==> src/rtl/mips_pkg.sv <==
// Shared decode constants, forwarding encodings and multiplier state codes
// for the MIPS-Lite pipeline control.
package mips_pkg;

    localparam int unsigned OP_W  = 6;
    localparam int unsigned REG_W = 5;

    localparam logic [OP_W-1:0] OP_RTYPE = 6'h00;
    localparam logic [OP_W-1:0] OP_J     = 6'h02;
    localparam logic [OP_W-1:0] OP_BEQ   = 6'h04;
    localparam logic [OP_W-1:0] OP_BNE   = 6'h05;
    localparam logic [OP_W-1:0] OP_LW    = 6'h23;
    localparam logic [OP_W-1:0] OP_SW    = 6'h2B;

    localparam logic [OP_W-1:0] FN_JR    = 6'h08;
    localparam logic [OP_W-1:0] FN_MFHI  = 6'h10;
    localparam logic [OP_W-1:0] FN_MFLO  = 6'h12;
    localparam logic [OP_W-1:0] FN_MULTU = 6'h19;

    localparam logic [1:0] FWD_NONE = 2'b00;
    localparam logic [1:0] FWD_MEM  = 2'b10;
    localparam logic [1:0] FWD_WB   = 2'b01;

    localparam logic [0:0] MUL_IDLE = 1'b0;
    localparam logic [0:0] MUL_BUSY = 1'b1;

    typedef struct packed {
        logic [OP_W-1:0]  opcode;
        logic [OP_W-1:0]  funct;
        logic [REG_W-1:0] rs;
        logic [REG_W-1:0] rt;
    } id_instr_t;

    // Instructions that touch the HiLo pair and must wait for the multiplier
    function automatic logic uses_hilo(input id_instr_t ins);
        return (ins.opcode == OP_RTYPE) &&
               ((ins.funct == FN_MULTU) || (ins.funct == FN_MFHI) || (ins.funct == FN_MFLO));
    endfunction

endpackage

==> src/rtl/fwd_unit.sv <==
// Two-operand forwarding priority compare: EX_MEM result wins over MEM_WB.
module fwd_unit
    import mips_pkg::*;
(
    input  logic [REG_W-1:0] src_a,
    input  logic [REG_W-1:0] src_b,
    input  logic             mem_valid,
    input  logic [REG_W-1:0] mem_wn,
    input  logic             wb_valid,
    input  logic [REG_W-1:0] wb_wn,
    output logic [1:0]       sel_a_c,
    output logic [1:0]       sel_b_c
);

    function automatic logic [1:0] pick(input logic [REG_W-1:0] src);
        logic [1:0] sel;
        sel = FWD_NONE;
        if (mem_valid && (mem_wn != '0) && (mem_wn == src)) begin
            sel = FWD_MEM;
        end else if (wb_valid && (wb_wn != '0) && (wb_wn == src)) begin
            sel = FWD_WB;
        end
        return sel;
    endfunction

    always_comb begin
        sel_a_c = pick(src_a);
        sel_b_c = pick(src_b);
    end

endmodule

==> src/rtl/hazard_ctl.sv <==
// Pipeline sequencer: stall/flush/bubble control, EX and ID forwarding selects,
// multiplier occupancy tracking and a stall-cycle counter.
module hazard_ctl
    import mips_pkg::*;
#(
    parameter int unsigned MUL_LAT = 32,
    parameter int unsigned CNT_W   = 32
) (
    input  logic             clk,
    input  logic             rst,
    input  logic [5:0]       id_opcode,
    input  logic [5:0]       id_funct,
    input  logic [4:0]       id_rs,
    input  logic [4:0]       id_rt,
    input  logic             id_taken,
    input  logic [4:0]       ex_rs,
    input  logic [4:0]       ex_rt,
    input  logic             ex_memread,
    input  logic             ex_regwrite,
    input  logic [4:0]       ex_wn,
    input  logic             ex_multu,
    input  logic             mem_regwrite,
    input  logic             mem_memread,
    input  logic [4:0]       mem_wn,
    input  logic             wb_regwrite,
    input  logic [4:0]       wb_wn,
    output logic             pc_en,
    output logic             ifid_en,
    output logic             ifid_flush,
    output logic             idex_bubble,
    output logic [1:0]       fwd_a,
    output logic [1:0]       fwd_b,
    output logic [1:0]       id_fwd_a,
    output logic [1:0]       id_fwd_b,
    output logic             mul_busy,
    output logic [CNT_W-1:0] stall_cnt
);

    localparam int unsigned MUL_CNT_W = $clog2(MUL_LAT);

    id_instr_t            id_instr;
    logic [0:0]           mul_state, mul_state_nxt;
    logic [MUL_CNT_W-1:0] mul_cnt, mul_cnt_nxt;
    logic                 busy_c;

    logic is_rtype, is_branch, is_jr;
    logic rs_read, rt_read, rs_cmp, rt_cmp;
    logic rs_nz, rt_nz;
    logic load_use, branch_haz, mul_haz, stall_c;

    logic [1:0] ex_sel_a, ex_sel_b, id_sel_a, id_sel_b;

    assign id_instr = '{opcode: id_opcode, funct: id_funct, rs: id_rs, rt: id_rt};

    // Operand usage of the instruction sitting in ID
    always_comb begin
        is_rtype  = (id_instr.opcode == OP_RTYPE);
        is_branch = (id_instr.opcode == OP_BEQ) || (id_instr.opcode == OP_BNE);
        is_jr     = is_rtype && (id_instr.funct == FN_JR);
        rs_read   = (id_instr.opcode != OP_J) &&
                    !(is_rtype && ((id_instr.funct == FN_MFHI) || (id_instr.funct == FN_MFLO)));
        rt_read   = is_rtype || is_branch || (id_instr.opcode == OP_SW);
        rs_cmp    = is_branch || is_jr;
        rt_cmp    = is_branch;
        rs_nz     = (id_instr.rs != '0);
        rt_nz     = (id_instr.rt != '0);
    end

    // Branch/JR operands are consumed in ID, so any producer still in EX, or a load in MEM, must stall
    always_comb begin
        load_use   = ex_memread &&
                     ((rs_read && rs_nz && (ex_wn == id_instr.rs)) ||
                      (rt_read && rt_nz && (ex_wn == id_instr.rt)));
        branch_haz = (rs_cmp && rs_nz &&
                      ((ex_regwrite && (ex_wn == id_instr.rs)) ||
                       (mem_memread && (mem_wn == id_instr.rs)))) ||
                     (rt_cmp && rt_nz &&
                      ((ex_regwrite && (ex_wn == id_instr.rt)) ||
                       (mem_memread && (mem_wn == id_instr.rt))));
        mul_haz    = busy_c && uses_hilo(id_instr);
        stall_c    = load_use || branch_haz || mul_haz;
    end

    // Multiplier occupancy state register
    always_ff @(posedge clk) begin
        if (rst) begin
            mul_state <= MUL_IDLE;
            mul_cnt   <= '0;
        end else begin
            mul_state <= mul_state_nxt;
            mul_cnt   <= mul_cnt_nxt;
        end
    end

    // Multiplier next state
    always_comb begin
        mul_state_nxt = mul_state;
        mul_cnt_nxt   = mul_cnt;
        case (mul_state)
            MUL_IDLE: begin
                if (ex_multu) begin
                    mul_state_nxt = MUL_BUSY;
                    mul_cnt_nxt   = MUL_CNT_W'(MUL_LAT - 1);
                end
            end
            MUL_BUSY: begin
                mul_cnt_nxt = mul_cnt - MUL_CNT_W'(1);
                if (mul_cnt == MUL_CNT_W'(1)) begin
                    mul_state_nxt = MUL_IDLE;
                end
            end
            default: mul_state_nxt = MUL_IDLE;
        endcase
    end

    // A multu entering EX occupies HiLo from that very cycle
    assign busy_c = (mul_state == MUL_BUSY) || ex_multu;

    always_ff @(posedge clk) begin
        if (rst) begin
            stall_cnt <= '0;
        end else if (stall_c) begin
            stall_cnt <= stall_cnt + CNT_W'(1);
        end
    end

    fwd_unit u_fwd_ex (
        .src_a     (ex_rs),
        .src_b     (ex_rt),
        .mem_valid (mem_regwrite),
        .mem_wn    (mem_wn),
        .wb_valid  (wb_regwrite),
        .wb_wn     (wb_wn),
        .sel_a_c   (ex_sel_a),
        .sel_b_c   (ex_sel_b)
    );

    // A load in MEM has no data on the EX_MEM ALU bus yet
    fwd_unit u_fwd_id (
        .src_a     (id_instr.rs),
        .src_b     (id_instr.rt),
        .mem_valid (mem_regwrite && !mem_memread),
        .mem_wn    (mem_wn),
        .wb_valid  (wb_regwrite),
        .wb_wn     (wb_wn),
        .sel_a_c   (id_sel_a),
        .sel_b_c   (id_sel_b)
    );

    // Pipeline enables; reset forces the free-running defaults
    always_comb begin
        pc_en       = 1'b1;
        ifid_en     = 1'b1;
        ifid_flush  = 1'b0;
        idex_bubble = 1'b0;
        fwd_a       = FWD_NONE;
        fwd_b       = FWD_NONE;
        id_fwd_a    = FWD_NONE;
        id_fwd_b    = FWD_NONE;
        mul_busy    = 1'b0;
        if (!rst) begin
            fwd_a    = ex_sel_a;
            fwd_b    = ex_sel_b;
            id_fwd_a = id_sel_a;
            id_fwd_b = id_sel_b;
            mul_busy = busy_c;
            if (stall_c) begin
                pc_en       = 1'b0;
                ifid_en     = 1'b0;
                idex_bubble = 1'b1;
            end else if (id_taken) begin
                ifid_flush = 1'b1;
            end
        end
    end

endmodule

==> config.mk <==
export PLATFORM = sky130hd
export DESIGN_NAME = hazard_ctl
export DESIGN_NICKNAME = d
export VERILOG_FILES = /design/src/rtl/mips_pkg.sv /design/src/rtl/fwd_unit.sv /design/src/rtl/hazard_ctl.sv
export SDC_FILE = /design/constraint.sdc
export NUM_CORES = 1
export LEC_CHECK = 0
export ABC_CLOCK_PERIOD_IN_PS = 3100
export BUFFER_PORTS_ARGS = -buffer_cell sky130_fd_sc_hd__buf_2
export CAP_MARGIN = 30
export CORE_AREA = 4 4 70 136
export CTS_BUF_LIST = sky130_fd_sc_hd__clkbuf_2 sky130_fd_sc_hd__clkbuf_4 sky130_fd_sc_hd__clkbuf_8
export DETAILED_ROUTE_END_ITERATION = 10
export DIE_AREA = 0 0 74 140
export HOLD_SLACK_MARGIN = 0.15
export SLEW_MARGIN = 20
export SYNTH_ARGS = -nofsm -noshare
export SYNTH_HDL_FRONTEND = slang
export SYNTH_HIERARCHICAL = 1
export SYNTH_SLANG_ARGS = --single-unit
==> constraint.sdc <==
create_clock -name clk -period 3.1 [get_ports clk]
set_clock_uncertainty 0.05 [all_clocks]
set_input_delay 0.31 -clock clk [delete_from_list [all_inputs] [get_ports clk]]
set_output_delay 0.31 -clock clk [all_outputs]
set_load 0.05 [all_outputs]
==> impl_metrics.xml, run 1 <==
<?xml version="1.0" encoding="UTF-8"?>
<metrics>
  <group name="outcome">
    <metric name="outcome" unit="">complete, no violations</metric>
  </group>
  <group name="worst_setup_path">
    <metric name="worstPathArrival" unit="ns">2.29</metric>
    <metric name="worst_ep_required_time" unit="ns">2.74</metric>
    <metric name="path_class" unit="">in2out</metric>
    <metric name="worstSetupStartpointType" unit="">primary input</metric>
    <metric name="crit_path_max_fanout" unit="">6</metric>
    <metric name="timing.critical_path.to_type" unit="">output port</metric>
  </group>
  <group name="floorplanning">
    <metric name="floorplan.rows" unit="">48</metric>
    <metric name="initial_utilization" unit="%">33.6</metric>
    <metric name="die_width" unit="um">74</metric>
    <metric name="y_dimension_of_the_die" unit="um">140</metric>
    <metric name="core_region_area" unit="um2">8590</metric>
    <metric name="design.die.area" unit="um2">10400</metric>
    <metric name="io-pin-count" unit="">101</metric>
  </group>
  <group name="clock_tree">
    <metric name="clock_latency_at_the_later_pin_of_the_worst_skew_pair" unit="ns">0.30</metric>
    <metric name="cts_root_buf" unit="">clkbuf_8</metric>
    <metric name="cts_tree" unit="">done</metric>
    <metric name="postCtsSetupRepairBufs" unit="">0</metric>
    <metric name="clkSlewWorstSetupHoldPaths" unit="ns">0.07</metric>
    <metric name="max-clock-path-buffers" unit="">2</metric>
    <metric name="h-tree-depth" unit="">2</metric>
    <metric name="tritoncts_num_sinks" unit="">38</metric>
    <metric name="cts-hold-fix-buffers" unit="">0</metric>
    <metric name="postCtsResizedCells" unit="">0</metric>
    <metric name="tritoncts.num_buffers" unit="">5</metric>
  </group>
  <group name="detailed_routing">
    <metric name="dr.first_iter.drc_count" unit="">198</metric>
    <metric name="post_drt_via_cell_ratio" unit="">5.63</metric>
    <metric name="drt_wl_total" unit="mm">8.99</metric>
    <metric name="drt-pass1-iter-count" unit="">4</metric>
    <metric name="drc" unit="">0</metric>
    <metric name="drt-wirelength-per-cell" unit="um">16.0</metric>
    <metric name="vias" unit="">3158</metric>
    <metric name="postRouteAntennaNets" unit="">0</metric>
  </group>
  <group name="synth">
    <metric name="synth_adder_area_share" unit="%">1.30</metric>
    <metric name="largest_family_of_logic_cells_by_synthesized_area" unit="">simple AND/OR/NAND/NOR gates</metric>
    <metric name="part_of_the_yosys_area_used_for_sequential_elements" unit="%">26.4</metric>
    <metric name="yosys.area_share.simple" unit="%">31.4</metric>
    <metric name="postSynthAreaPerCell" unit="um2">7.95</metric>
    <metric name="syn-num-nets" unit="">422</metric>
    <metric name="synth-warning-count" unit="">6</metric>
    <metric name="synth_compound_gate_area_share" unit="%">17.0</metric>
    <metric name="post_synth_instance_area" unit="um2">2890</metric>
    <metric name="post_synthesis_register_bit_count" unit="">38</metric>
    <metric name="syn-instance-count" unit="">363</metric>
    <metric name="muxShareOfSynthArea" unit="%">1.08</metric>
    <metric name="synthXorXnorAreaFrac" unit="%">18.5</metric>
    <metric name="synth_enable_flop_cells" unit="">0</metric>
    <metric name="yosysUniqueCellTypes" unit="">46</metric>
    <metric name="async_flop_share" unit="%">0</metric>
    <metric name="postSynth.topFlopCell" unit="">dfxtp_1</metric>
  </group>
  <group name="timing">
    <metric name="aggregate_negative_setup_slack" unit="ns">0</metric>
    <metric name="final-max-slew-violation-count" unit="">0</metric>
    <metric name="worst-slew-pin-transition" unit="ns">0.742</metric>
    <metric name="setup_repair_after_global_routing_missed_its_margin" unit="">false</metric>
    <metric name="clock.fmax" unit="MHz">377</metric>
    <metric name="report.final.hold_viol_count" unit="">0</metric>
    <metric name="max_slew_headroom" unit="%">50.5</metric>
    <metric name="final.setup.worst_slack" unit="ns">0.446</metric>
    <metric name="final_min_period_over_clock_period" unit="%">85.6</metric>
    <metric name="period_needed" unit="ns">2.65</metric>
    <metric name="setup_violations" unit="">0</metric>
  </group>
  <group name="pwr">
    <metric name="swShare" unit="%">29.5</metric>
    <metric name="cellLeakagePower" unit="nW">1.36</metric>
    <metric name="power_per_cell_area" unit="nW/um2">316</metric>
    <metric name="power_frac_seq" unit="%">45.0</metric>
    <metric name="power_frac_comb" unit="%">22.0</metric>
    <metric name="clock_network_fraction_of_design_power" unit="%">33.0</metric>
    <metric name="worst_ir_drop_on_vdd" unit="V">0.000160</metric>
    <metric name="power.net_switching" unit="mW">0.331</metric>
    <metric name="internal_power" unit="mW">0.791</metric>
  </group>
  <group name="final_layout">
    <metric name="register_area" unit="um2">761</metric>
    <metric name="filler_cell_count" unit="">917</metric>
    <metric name="area.growth.synth_to_final" unit="%">22.8</metric>
    <metric name="final_layout_size_suffix_gt1_share" unit="%">26.0</metric>
    <metric name="antennaDiodeCount" unit="">0</metric>
    <metric name="area_of_the_multi_input_gates" unit="um2">2000</metric>
    <metric name="layout.nets" unit="">519</metric>
  </group>
  <group name="global_route">
    <metric name="global_route_wire_length_before_repair" unit="mm">13.9</metric>
    <metric name="largest_net_degree_at_the_start_of_global_routing" unit="">38</metric>
    <metric name="first_global_vias" unit="">2981</metric>
    <metric name="groute.usage.overall" unit="%">17.2</metric>
    <metric name="overflow" unit="">0</metric>
    <metric name="grt_antenna_before_repair" unit="">0</metric>
  </group>
  <group name="placed_design">
    <metric name="dp_hpwl" unit="mm">7.16</metric>
    <metric name="place_congestion" unit="">0.868</metric>
    <metric name="portBuffers" unit="">100</metric>
    <metric name="detailedPlace.worstSlack" unit="ns">0.436</metric>
  </group>
  <group name="worst_hold_path">
    <metric name="hp-class" unit="">in2reg</metric>
  </group>
  <group name="flow_run">
    <metric name="timing.max_cap.violations" unit="">0</metric>
  </group>
</metrics>
==> metal layers <==
layer | global-route usage (%) | wire length (um) | part of all wire, %
met1 | 15.2 | 2940 | 33
met2 | 33.4 | 5100 | 57
met3 | 2.37 | 482 | 5.4
met4 | 11.1 | 470 | 5.2
met5 | 0 | 0 | 0
==> cells in the mapped netlist, drive strengths merged (3+ instances only) <==
master | number | area (um2)
xnor2 | 50 | 438
dfxtp | 38 | 761
a21oi | 34 | 181
nand2 | 24 | 90.1
or4 | 24 | 180
nand3 | 19 | 95.1
o31ai | 18 | 140
o21ai | 16 | 87.6
or3 | 15 | 93.8
nor2 | 14 | 55.1
nand4 | 12 | 75.1
nor4 | 12 | 75.1
nor2b | 11 | 68.8
xor2 | 11 | 96.3
nor3 | 9 | 45.0
buf | 8 | 72.6
and3 | 7 | 43.8
clkbuf | 7 | 26.3
inv | 7 | 26.3
and2 | 3 | 18.8
ha | 3 | 37.5
==> sequential cells by signal, summed over array words and instances (netlist names) <==
signal,cells
mul_state,1
mul_cnt,5
stall_cnt,32
==> power by group through the flow <==
| stage | Sequential [mW] | Clock, mW | Combinational [mW] |
|---|---|---|---|
| after floorplan | 0.515 | 0 | 0.144 |
| after global placement | 0.516 | 0 | 0.242 |
| after detailed placement | 0.515 | 0 | 0.247 |
| after CTS | 0.504 | 0.387 | 0.248 |
| after global routing | 0.505 | 0.406 | 0.270 |
| final | 0.504 | 0.371 | 0.247 |
==> metrics by stage <==
stage | total power, mW | hold WS, ns | cells | util (%) | cell area (um2)
global placement | 0.758 | 0.412 | 553 | 40.2 | 3450
global route | 1.18 | 0.343 | 561 | 41.3 | 3550
finish | 1.12 | 0.344 | 561 | 41.3 | 3550
floorplan | 0.659 | 0.399 | 363 | - | 2890
CTS | 1.14 | 0.333 | 561 | 41.3 | 3550
detailed placement | 0.762 | 0.426 | 553 | 40.2 | 3450
==> worst paths after layout <==
check / start / to / slack [ns] / cells past startpoint
setup reg to reg: stall_cnt[14] / stall_cnt[31] / 0.78 / 7
setup / recovery: id_rs[1] / ifid_en / 0.45 / 8
hold / removal: ex_multu / mul_cnt[0] / 0.34 / 3
hold reg to reg: mul_cnt[3] / mul_cnt[3] / 0.44 / 1
==> layout make-up <==
cell class / count / area share, %
Inverter: 7 / 0.741
Timing Repair Buffer: 105 / 15.2
Clock buffer: 7 / 2.54
Clock inverter: 1 / 0.141
Multi-Input combinational cell: 303 / 56.4
Sequential cell: 38 / 21.5
Tap cell: 100 / 3.53
==> logic make-up after synthesis <==
| group | after synthesis |
|---|---|
| AOI/OAI and AO/OA | 78 |
| xor gates and xnor gates | 61 |
| adders and majority gates | 3 |
| buffers and inverters | 22 |
| DFF | 38 |
| muxes | 3 |
| and+or+nand+nor | 158 |
==> cell usage in the layout, fill, tap and decap left out, types with 2 or more instances in the layout <==
cell type / count
o21ai_1: 13
xnor2_1: 50
clkbuf_8: 6
a211oi_1: 2
xor2_1: 11
mux2i_1: 2
a31oi_1: 2
ha_1: 3
nor2b_1: 11
o31ai_1: 17
nor4_1: 12
and2_1: 3
nand4_1: 12
or4_1: 24
and4_1: 2
nand2_1: 24
buf_2: 100
nand3_1: 19
a21oi_1: 33
nor2_1: 13
and3_1: 7
buf_4: 5
nor3_1: 9
inv_1: 7
dfxtp_1: 38
or3_1: 15
o21ai_2: 2
==> worst max-delay path, stage by stage <==
cell and delay, ns:
buf_2 0.14, or4_1 0.54, nor2_2 0.14, nor4_1 0.07
a2111o_1 0.45, a21oi_4 0.21, or2_1 0.16, buf_2 0.27
Note: power is estimated with default switching activity, not from simulation.
==> run 2: changes to the inputs <==
--- a/config.mk
+++ b/config.mk
@@ -8,13 +8,12 @@
 export ABC_CLOCK_PERIOD_IN_PS = 3100
 export BUFFER_PORTS_ARGS = -buffer_cell sky130_fd_sc_hd__buf_2
 export CAP_MARGIN = 30
-export CORE_AREA = 4 4 70 136
+export CORE_AREA = 4 4 68 133
 export CTS_BUF_LIST = sky130_fd_sc_hd__clkbuf_2 sky130_fd_sc_hd__clkbuf_4 sky130_fd_sc_hd__clkbuf_8
 export DETAILED_ROUTE_END_ITERATION = 10
-export DIE_AREA = 0 0 74 140
+export DIE_AREA = 0 0 72 137
 export HOLD_SLACK_MARGIN = 0.15
 export SLEW_MARGIN = 20
 export SYNTH_ARGS = -nofsm -noshare
 export SYNTH_HDL_FRONTEND = slang
-export SYNTH_HIERARCHICAL = 1
 export SYNTH_SLANG_ARGS = --single-unit
==> run 2 against run 1 <==
Fmax decreased by 8.8%; clock-buffer cell count decreased by 1; highest routed layer is now met5; synthesized area decreased by 4.2%; sequential cell count unchanged; largest cell class unchanged; largest power group unchanged.
==> impl_metrics.xml, run 2 <==
<?xml version="1.0" encoding="UTF-8"?>
<metrics>
  <group name="global_route">
    <metric name="groute.usage.overall" unit="%">17.1</metric>
    <metric name="grt_antenna_before_repair" unit="">1</metric>
    <metric name="overflow" unit="">0</metric>
    <metric name="global_route_wire_length_before_repair" unit="mm">13.3</metric>
    <metric name="first_global_vias" unit="">2965</metric>
    <metric name="largest_net_degree_at_the_start_of_global_routing" unit="">45</metric>
  </group>
  <group name="worst_hold_path">
    <metric name="hp-class" unit="">in2reg</metric>
    <metric name="worst_hold_startpoint" unit="">ex_multu</metric>
    <metric name="min_delay_path_depth" unit="">3</metric>
  </group>
  <group name="synth">
    <metric name="synth-warning-count" unit="">0</metric>
    <metric name="postSynthAreaPerCell" unit="um2">7.47</metric>
    <metric name="post_synthesis_register_bit_count" unit="">38</metric>
    <metric name="async_flop_share" unit="%">0</metric>
    <metric name="post_synth_instance_area" unit="um2">2770</metric>
    <metric name="yosysUniqueCellTypes" unit="">40</metric>
    <metric name="yosys-top-cells-area" unit="">dfxtp_1, xor2_1, xnor2_1</metric>
    <metric name="syn-instance-count" unit="">370</metric>
    <metric name="syn-num-nets" unit="">429</metric>
    <metric name="postSynth.topFlopCell" unit="">dfxtp_1</metric>
    <metric name="synth_enable_flop_cells" unit="">0</metric>
    <metric name="yosysTopAreaCellShare" unit="%">27.5</metric>
    <metric name="part_of_the_yosys_area_used_for_sequential_elements" unit="%">27.5</metric>
    <metric name="synth_area_leader" unit="">dfxtp_1</metric>
    <metric name="post_synth_most_frequent_cells" unit="">dfxtp_1, a21oi_1, xor2_1, nor2_1</metric>
    <metric name="post-synth-top-count-cell" unit="">dfxtp_1</metric>
  </group>
  <group name="final_layout">
    <metric name="antennaDiodeCount" unit="">0</metric>
    <metric name="final_layout_size_suffix_gt1_share" unit="%">27.2</metric>
    <metric name="area.growth.synth_to_final" unit="%">26.7</metric>
    <metric name="layout_commonest_cell" unit="">buf_2</metric>
    <metric name="largest-register" unit="">stall_cnt</metric>
    <metric name="biggestRegsByFlops" unit="">stall_cnt (32), mul_cnt (5), mul_state (1)</metric>
    <metric name="filler_cell_count" unit="">826</metric>
    <metric name="largest_register_ff_count" unit="">32</metric>
    <metric name="layout.nets" unit="">522</metric>
    <metric name="layout_common_cells" unit="">buf_2, dfxtp_1, a21oi_1, xor2_1, nor2_1</metric>
  </group>
  <group name="floorplanning">
    <metric name="die_width" unit="um">72</metric>
    <metric name="io-pin-count" unit="">101</metric>
    <metric name="floorplan.rows" unit="">46</metric>
    <metric name="core_region_area" unit="um2">7940</metric>
    <metric name="initial_utilization" unit="%">34.8</metric>
    <metric name="y_dimension_of_the_die" unit="um">137</metric>
    <metric name="design.die.area" unit="um2">9860</metric>
  </group>
  <group name="flow_run">
    <metric name="timing.max_cap.violations" unit="">0</metric>
  </group>
  <group name="placed_design">
    <metric name="detailedPlace.worstSlack" unit="ns">0.154</metric>
    <metric name="dp_hpwl" unit="mm">6.87</metric>
    <metric name="portBuffers" unit="">100</metric>
    <metric name="place_congestion" unit="">0.952</metric>
  </group>
  <group name="detailed_routing">
    <metric name="drt-pass1-iter-count" unit="">4</metric>
    <metric name="route.layer.met1.wl" unit="mm">2.88</metric>
    <metric name="wl_met2" unit="mm">4.66</metric>
    <metric name="drt_wl_total" unit="mm">8.39</metric>
    <metric name="dr.first_iter.drc_count" unit="">160</metric>
    <metric name="drc" unit="">0</metric>
    <metric name="met3_length" unit="um">498</metric>
    <metric name="drt-wirelength-per-cell" unit="um">15.0</metric>
    <metric name="vias" unit="">3071</metric>
    <metric name="post_drt_via_cell_ratio" unit="">5.49</metric>
    <metric name="uppermost_layer_routed" unit="">met5</metric>
    <metric name="postRouteAntennaNets" unit="">0</metric>
  </group>
  <group name="worst_setup_path">
    <metric name="worst_ep_required_time" unit="ns">2.74</metric>
    <metric name="crit_path_max_fanout" unit="">7</metric>
    <metric name="worstSetupStartpointType" unit="">primary input</metric>
    <metric name="regToRegStartpoint" unit="">stall_cnt[2]</metric>
    <metric name="register_to_register_path_depth" unit="">6</metric>
    <metric name="setup.worst_path.start" unit="">id_rs[3]</metric>
    <metric name="timing.critical_path.to_type" unit="">output port</metric>
    <metric name="path_class" unit="">in2out</metric>
    <metric name="worstPathArrival" unit="ns">2.55</metric>
  </group>
  <group name="timing">
    <metric name="clock.fmax" unit="MHz">344</metric>
    <metric name="report.final.hold_viol_count" unit="">0</metric>
    <metric name="worst-slew-pin-transition" unit="ns">0.761</metric>
    <metric name="aggregate_negative_setup_slack" unit="ns">0</metric>
    <metric name="final.setup.worst_slack" unit="ns">0.190</metric>
    <metric name="setup_repair_after_global_routing_missed_its_margin" unit="">false</metric>
    <metric name="setup_violations" unit="">0</metric>
    <metric name="final_min_period_over_clock_period" unit="%">93.9</metric>
    <metric name="max_slew_headroom" unit="%">47.9</metric>
    <metric name="period_needed" unit="ns">2.91</metric>
    <metric name="final-max-slew-violation-count" unit="">0</metric>
  </group>
  <group name="clock_tree">
    <metric name="max-clock-path-buffers" unit="">2</metric>
    <metric name="clkSlewWorstSetupHoldPaths" unit="ns">0.07</metric>
    <metric name="clock_latency_at_the_later_pin_of_the_worst_skew_pair" unit="ns">0.30</metric>
    <metric name="postCtsSetupRepairBufs" unit="">0</metric>
    <metric name="h-tree-depth" unit="">2</metric>
    <metric name="cts-hold-fix-buffers" unit="">0</metric>
    <metric name="tritoncts.num_buffers" unit="">5</metric>
    <metric name="postCtsResizedCells" unit="">0</metric>
    <metric name="cts_tree" unit="">done</metric>
    <metric name="tritoncts_num_sinks" unit="">38</metric>
    <metric name="cts_root_buf" unit="">clkbuf_8</metric>
  </group>
  <group name="pwr">
    <metric name="power_per_cell_area" unit="nW/um2">328</metric>
    <metric name="cellLeakagePower" unit="nW">1.39</metric>
    <metric name="worst_ir_drop_on_vdd" unit="V">0.000230</metric>
    <metric name="power" unit="mW">1.15</metric>
  </group>
  <group name="outcome">
    <metric name="outcome" unit="">complete, no violations</metric>
  </group>
</metrics>
[run 2: cell count changes after synthesis, sizes merged, moves of 6 or more]
cell | previous run | this run
or4 | 24 | 14
nand2 | 24 | 18
o21ai | 16 | 22
nor2 | 14 | 26
nor2b | 11 | 3
xor2 | 11 | 29
o31ai | 18 | 10
xnor2 | 50 | 22
nand3 | 19 | 25
or3 | 15 | 25
clkbuf | 7 | 20
[run 2: power by group]
group          leakage, nW  switching [mW]  internal [mW]
logic                 1.02           0.124         0.0898
registers            0.308         0.00763          0.496
clock network       0.0573           0.174          0.257
[run 2: worst paths after layout]
kind / to / slack [ns]
worst max-delay path: idex_bubble / 0.19
worst min-delay path: mul_cnt[0] / 0.35
worst max register to register: stall_cnt[31] / 0.80
worst min register to register: mul_cnt[3] / 0.44
[run 2: routing by layer]
metal	GRT usage, %	vias up
li1	-	1533
met1	15.1	1407
met2	34.2	103
met3	3.31	26
met4	9.62	2
met5	0	-
[run 2: kinds of logic (layout without fill, tap and decap cells)]
family / after synthesis / count (layout) / share of synthesized area (%)
flip-flops: 38 / 38 / 27.5
buffers and inverters: 36 / 129 / 5.29
multiplexers: 3 / 3 / 1.13
adder cells (fa/ha/maj): 3 / 3 / 1.36
AND/OR/NAND/NOR: 160 / 160 / 32.0
AO/OA/AOI/OAI: 79 / 79 / 16.5
XOR/XNOR: 51 / 51 / 16.2
[run 2: area by class of cell]
cell class	count	area, um2	area share, %
Multi-Input combinational cell	296	1870	53.5
Sequential cell	38	761	21.7
Timing Repair Buffer	114	606	17.3
Tap cell	96	120	3.43
Clock buffer	6	82.6	2.36
Clock inverter	1	30.0	0.857
Inverter	8	30.0	0.857
[run 2: through the flow]
step	instance area, um2	std cells	hold slack (ns)	utilization, %
final	3500	559	0.346	44.1
after global routing	3500	559	0.351	44.1
after CTS	3500	559	0.338	44.1
after detailed placement	3390	552	0.430	42.7
after global placement	3390	552	0.414	42.7
after floorplan	2770	370	0.399	-
[run 2: critical path, cell delays in order]
cell and delay, ns:
buf_2 0.14, xor2_1 0.17, nor3_1 0.29, nand3_1 0.12, a2111oi_0 0.69, nor4bb_4 0.19
or2_2 0.34, inv_1 0.05, buf_2 0.25
==> run 3: changes to the inputs <==
--- a/config.mk
+++ b/config.mk
@@ -13,6 +13,7 @@
 export DETAILED_ROUTE_END_ITERATION = 10
 export DIE_AREA = 0 0 72 137
 export HOLD_SLACK_MARGIN = 0.15
+export PLACE_DENSITY = 0.69
 export SLEW_MARGIN = 20
 export SYNTH_ARGS = -nofsm -noshare
 export SYNTH_HDL_FRONTEND = slang
==> run 3 against run 2 <==
Clock-buffer cell count is the same; critical path depth is 1 lower; critical path type is now reg2out; global-route usage up 1.9 points; die area is the same; sequential share of layout area hardly changed; largest power group is now the clock network; total power is 9.2% higher; fmax down 0.56%; first-iteration DRC count up 15%; highest routed layer is now met4.
==> impl_metrics.xml, run 3 (synthesis gave the netlist of run 2 again) <==
<?xml version="1.0" encoding="UTF-8"?>
<metrics>
  <group name="outcome">
    <metric name="outcome" unit="">complete, no violations</metric>
  </group>
  <group name="worst_setup_path">
    <metric name="critical_path.max_stage_delay" unit="ns">0.54</metric>
    <metric name="critical_path.slowest_cell" unit="">dfxtp_1</metric>
    <metric name="worst_ep_required_time" unit="ns">2.74</metric>
    <metric name="worstPathArrival" unit="ns">2.57</metric>
    <metric name="setup.worst_path.end" unit="">idex_bubble</metric>
    <metric name="regToRegStartpoint" unit="">mul_state</metric>
    <metric name="timing.critical_path.cells" unit="">nor2_1 &gt; or3_1 &gt; nor4_1 &gt; a41oi_1 &gt; nor4bb_4 &gt; or2_2 &gt; inv_1 &gt; buf_2</metric>
    <metric name="register_to_register_path_depth" unit="">9</metric>
    <metric name="worst_r2r_endpoint" unit="">stall_cnt[6]</metric>
    <metric name="path_class" unit="">reg2out</metric>
    <metric name="worst-r2r-setup-slack" unit="ns">0.42</metric>
    <metric name="setup.worst_path.start" unit="">mul_state</metric>
    <metric name="timing.critical_path.to_type" unit="">output port</metric>
    <metric name="worstSetupStartpointType" unit="">register</metric>
    <metric name="crit_path_max_fanout" unit="">12</metric>
  </group>
  <group name="detailed_routing">
    <metric name="wl_met2" unit="mm">5.05</metric>
    <metric name="postRouteAntennaNets" unit="">0</metric>
    <metric name="drt-wirelength-per-cell" unit="um">16.9</metric>
    <metric name="drt_wl_total" unit="mm">9.36</metric>
    <metric name="uppermost_layer_routed" unit="">met4</metric>
    <metric name="met3_length" unit="um">614</metric>
    <metric name="route.layer.met1.wl" unit="mm">3.07</metric>
    <metric name="dr.first_iter.drc_count" unit="">184</metric>
    <metric name="post_drt_via_cell_ratio" unit="">5.70</metric>
    <metric name="drc" unit="">0</metric>
    <metric name="drt-pass1-iter-count" unit="">4</metric>
    <metric name="vias" unit="">3162</metric>
  </group>
  <group name="timing">
    <metric name="setup_violations" unit="">0</metric>
    <metric name="clock.fmax" unit="MHz">342</metric>
    <metric name="final_min_period_over_clock_period" unit="%">94.4</metric>
    <metric name="aggregate_negative_setup_slack" unit="ns">0</metric>
    <metric name="worst-slew-pin-transition" unit="ns">0.687</metric>
    <metric name="final-max-slew-violation-count" unit="">0</metric>
    <metric name="setup_repair_after_global_routing_missed_its_margin" unit="">false</metric>
    <metric name="period_needed" unit="ns">2.93</metric>
    <metric name="report.final.hold_viol_count" unit="">0</metric>
    <metric name="max_slew_headroom" unit="%">53.8</metric>
  </group>
  <group name="placed_design">
    <metric name="place_congestion" unit="">1.08</metric>
    <metric name="dp_hpwl" unit="mm">7.59</metric>
    <metric name="portBuffers" unit="">100</metric>
    <metric name="placed_area" unit="um2">3350</metric>
  </group>
  <group name="flow_run">
    <metric name="timing.max_cap.violations" unit="">0</metric>
  </group>
  <group name="clock_tree">
    <metric name="clock_latency_at_the_later_pin_of_the_worst_skew_pair" unit="ns">0.30</metric>
    <metric name="max-clock-path-buffers" unit="">2</metric>
    <metric name="postCtsResizedCells" unit="">0</metric>
    <metric name="tritoncts.num_buffers" unit="">5</metric>
    <metric name="postCtsSetupRepairBufs" unit="">0</metric>
    <metric name="cts-hold-fix-buffers" unit="">0</metric>
    <metric name="h-tree-depth" unit="">2</metric>
    <metric name="cts_tree" unit="">done</metric>
    <metric name="cts_root_buf" unit="">clkbuf_8</metric>
    <metric name="tritoncts_num_sinks" unit="">38</metric>
    <metric name="clkSlewWorstSetupHoldPaths" unit="ns">0.07</metric>
  </group>
  <group name="final_layout">
    <metric name="antennaDiodeCount" unit="">0</metric>
    <metric name="filler_cell_count" unit="">806</metric>
    <metric name="register_area" unit="um2">761</metric>
    <metric name="layout_common_cells" unit="">buf_2, dfxtp_1, a21oi_1, xor2_1, nor2_1</metric>
    <metric name="largest-register" unit="">stall_cnt</metric>
    <metric name="area.growth.synth_to_final" unit="%">26.4</metric>
    <metric name="layout_commonest_cell" unit="">buf_2</metric>
    <metric name="area_of_the_multi_input_gates" unit="um2">1870</metric>
    <metric name="layout.nets" unit="">517</metric>
    <metric name="biggestRegsByFlops" unit="">stall_cnt (32), mul_cnt (5), mul_state (1)</metric>
    <metric name="final_design_area_no_fill" unit="um2">3490</metric>
    <metric name="final_layout_size_suffix_gt1_share" unit="%">26.6</metric>
    <metric name="largest_register_ff_count" unit="">32</metric>
  </group>
  <group name="floorplanning">
    <metric name="y_dimension_of_the_die" unit="um">137</metric>
    <metric name="design.die.area" unit="um2">9860</metric>
    <metric name="io-pin-count" unit="">101</metric>
    <metric name="initial_utilization" unit="%">34.8</metric>
    <metric name="die_width" unit="um">72</metric>
    <metric name="core_region_area" unit="um2">7940</metric>
    <metric name="floorplan.rows" unit="">46</metric>
  </group>
  <group name="global_route">
    <metric name="global_route_wire_length_before_repair" unit="mm">14.5</metric>
    <metric name="first_global_vias" unit="">3145</metric>
    <metric name="overflow" unit="">0</metric>
    <metric name="largest_net_degree_at_the_start_of_global_routing" unit="">45</metric>
    <metric name="grt_antenna_before_repair" unit="">0</metric>
    <metric name="groute.usage.overall" unit="%">19.0</metric>
  </group>
  <group name="worst_hold_path">
    <metric name="hp-class" unit="">in2reg</metric>
  </group>
  <group name="pwr">
    <metric name="cellLeakagePower" unit="nW">1.38</metric>
    <metric name="power_per_cell_area" unit="nW/um2">359</metric>
    <metric name="power" unit="mW">1.26</metric>
    <metric name="worst_ir_drop_on_vdd" unit="V">0.000176</metric>
  </group>
</metrics>
==> run 3: changes by cell type in the layout (fill, tap and decap cells not counted) <==
cell,previous run,this run
buf_4,14,9
bufinv_16,1,2
==> run 3: layer usage <==
metal | vias up | global-route usage [%]
li1 | 1524 | -
met1 | 1457 | 16.5
met2 | 146 | 37.1
met3 | 35 | 3.46
met4 | 0 | 13.5
met5 | - | 0
==> run 3: worst min path at each step <==
| stage | slack (ns) | cells past startpoint | startpoint | end |
|---|---|---|---|---|
| floorplan | 0.40 | 1 | mul_cnt[3] | mul_cnt[3] |
| global placement | 0.42 | 1 | mul_cnt[3] | mul_cnt[3] |
| detailed placement | 0.43 | 1 | mul_cnt[4] | mul_state |
| CTS | 0.32 | 3 | ex_multu | mul_cnt[0] |
| global route | 0.37 | 3 | ex_multu | mul_cnt[1] |
| finish | 0.34 | 3 | ex_multu | mul_cnt[0] |
==> run 3: power by group <==
part / internal, mW / switching (mW)
sequential: 0.496 / 0.0103
clock: 0.343 / 0.187
combinational: 0.0880 / 0.131
total: 0.928 / 0.328
==> run 3: worst max-delay path: cells and delay by family, from the launching register on <==
family          cells  cell delay [ns]
compound gates      1             0.12
buf+inv             2             0.30
flops               1             0.54
simple gates        5             1.31
==> run 3: layout make-up <==
type	count	area share, %
clock inverter	2	1.72
clock buffer	6	2.36
tap	96	3.44
timing repair buffer	109	16.3
multi-input combinational	296	53.6
inverter	8	0.859
sequential	38	21.8
==> run 3: through the flow <==
| stage | hold WS (ns) | cells | util (%) | setup WS, ns |
|---|---|---|---|---|
| 2_1_floorplan | 0.399 | 370 | - | 0.0744 |
| 3_3_place_gp | 0.417 | 547 | 42.2 | 0.270 |
| 3_5_place_dp | 0.432 | 547 | 42.2 | 0.261 |
| 4_1_cts | 0.320 | 555 | 44.0 | 0.200 |
| 5_1_grt | 0.372 | 555 | 44.0 | 0.0184 |
| 6_report | 0.336 | 555 | 44.0 | 0.174 |
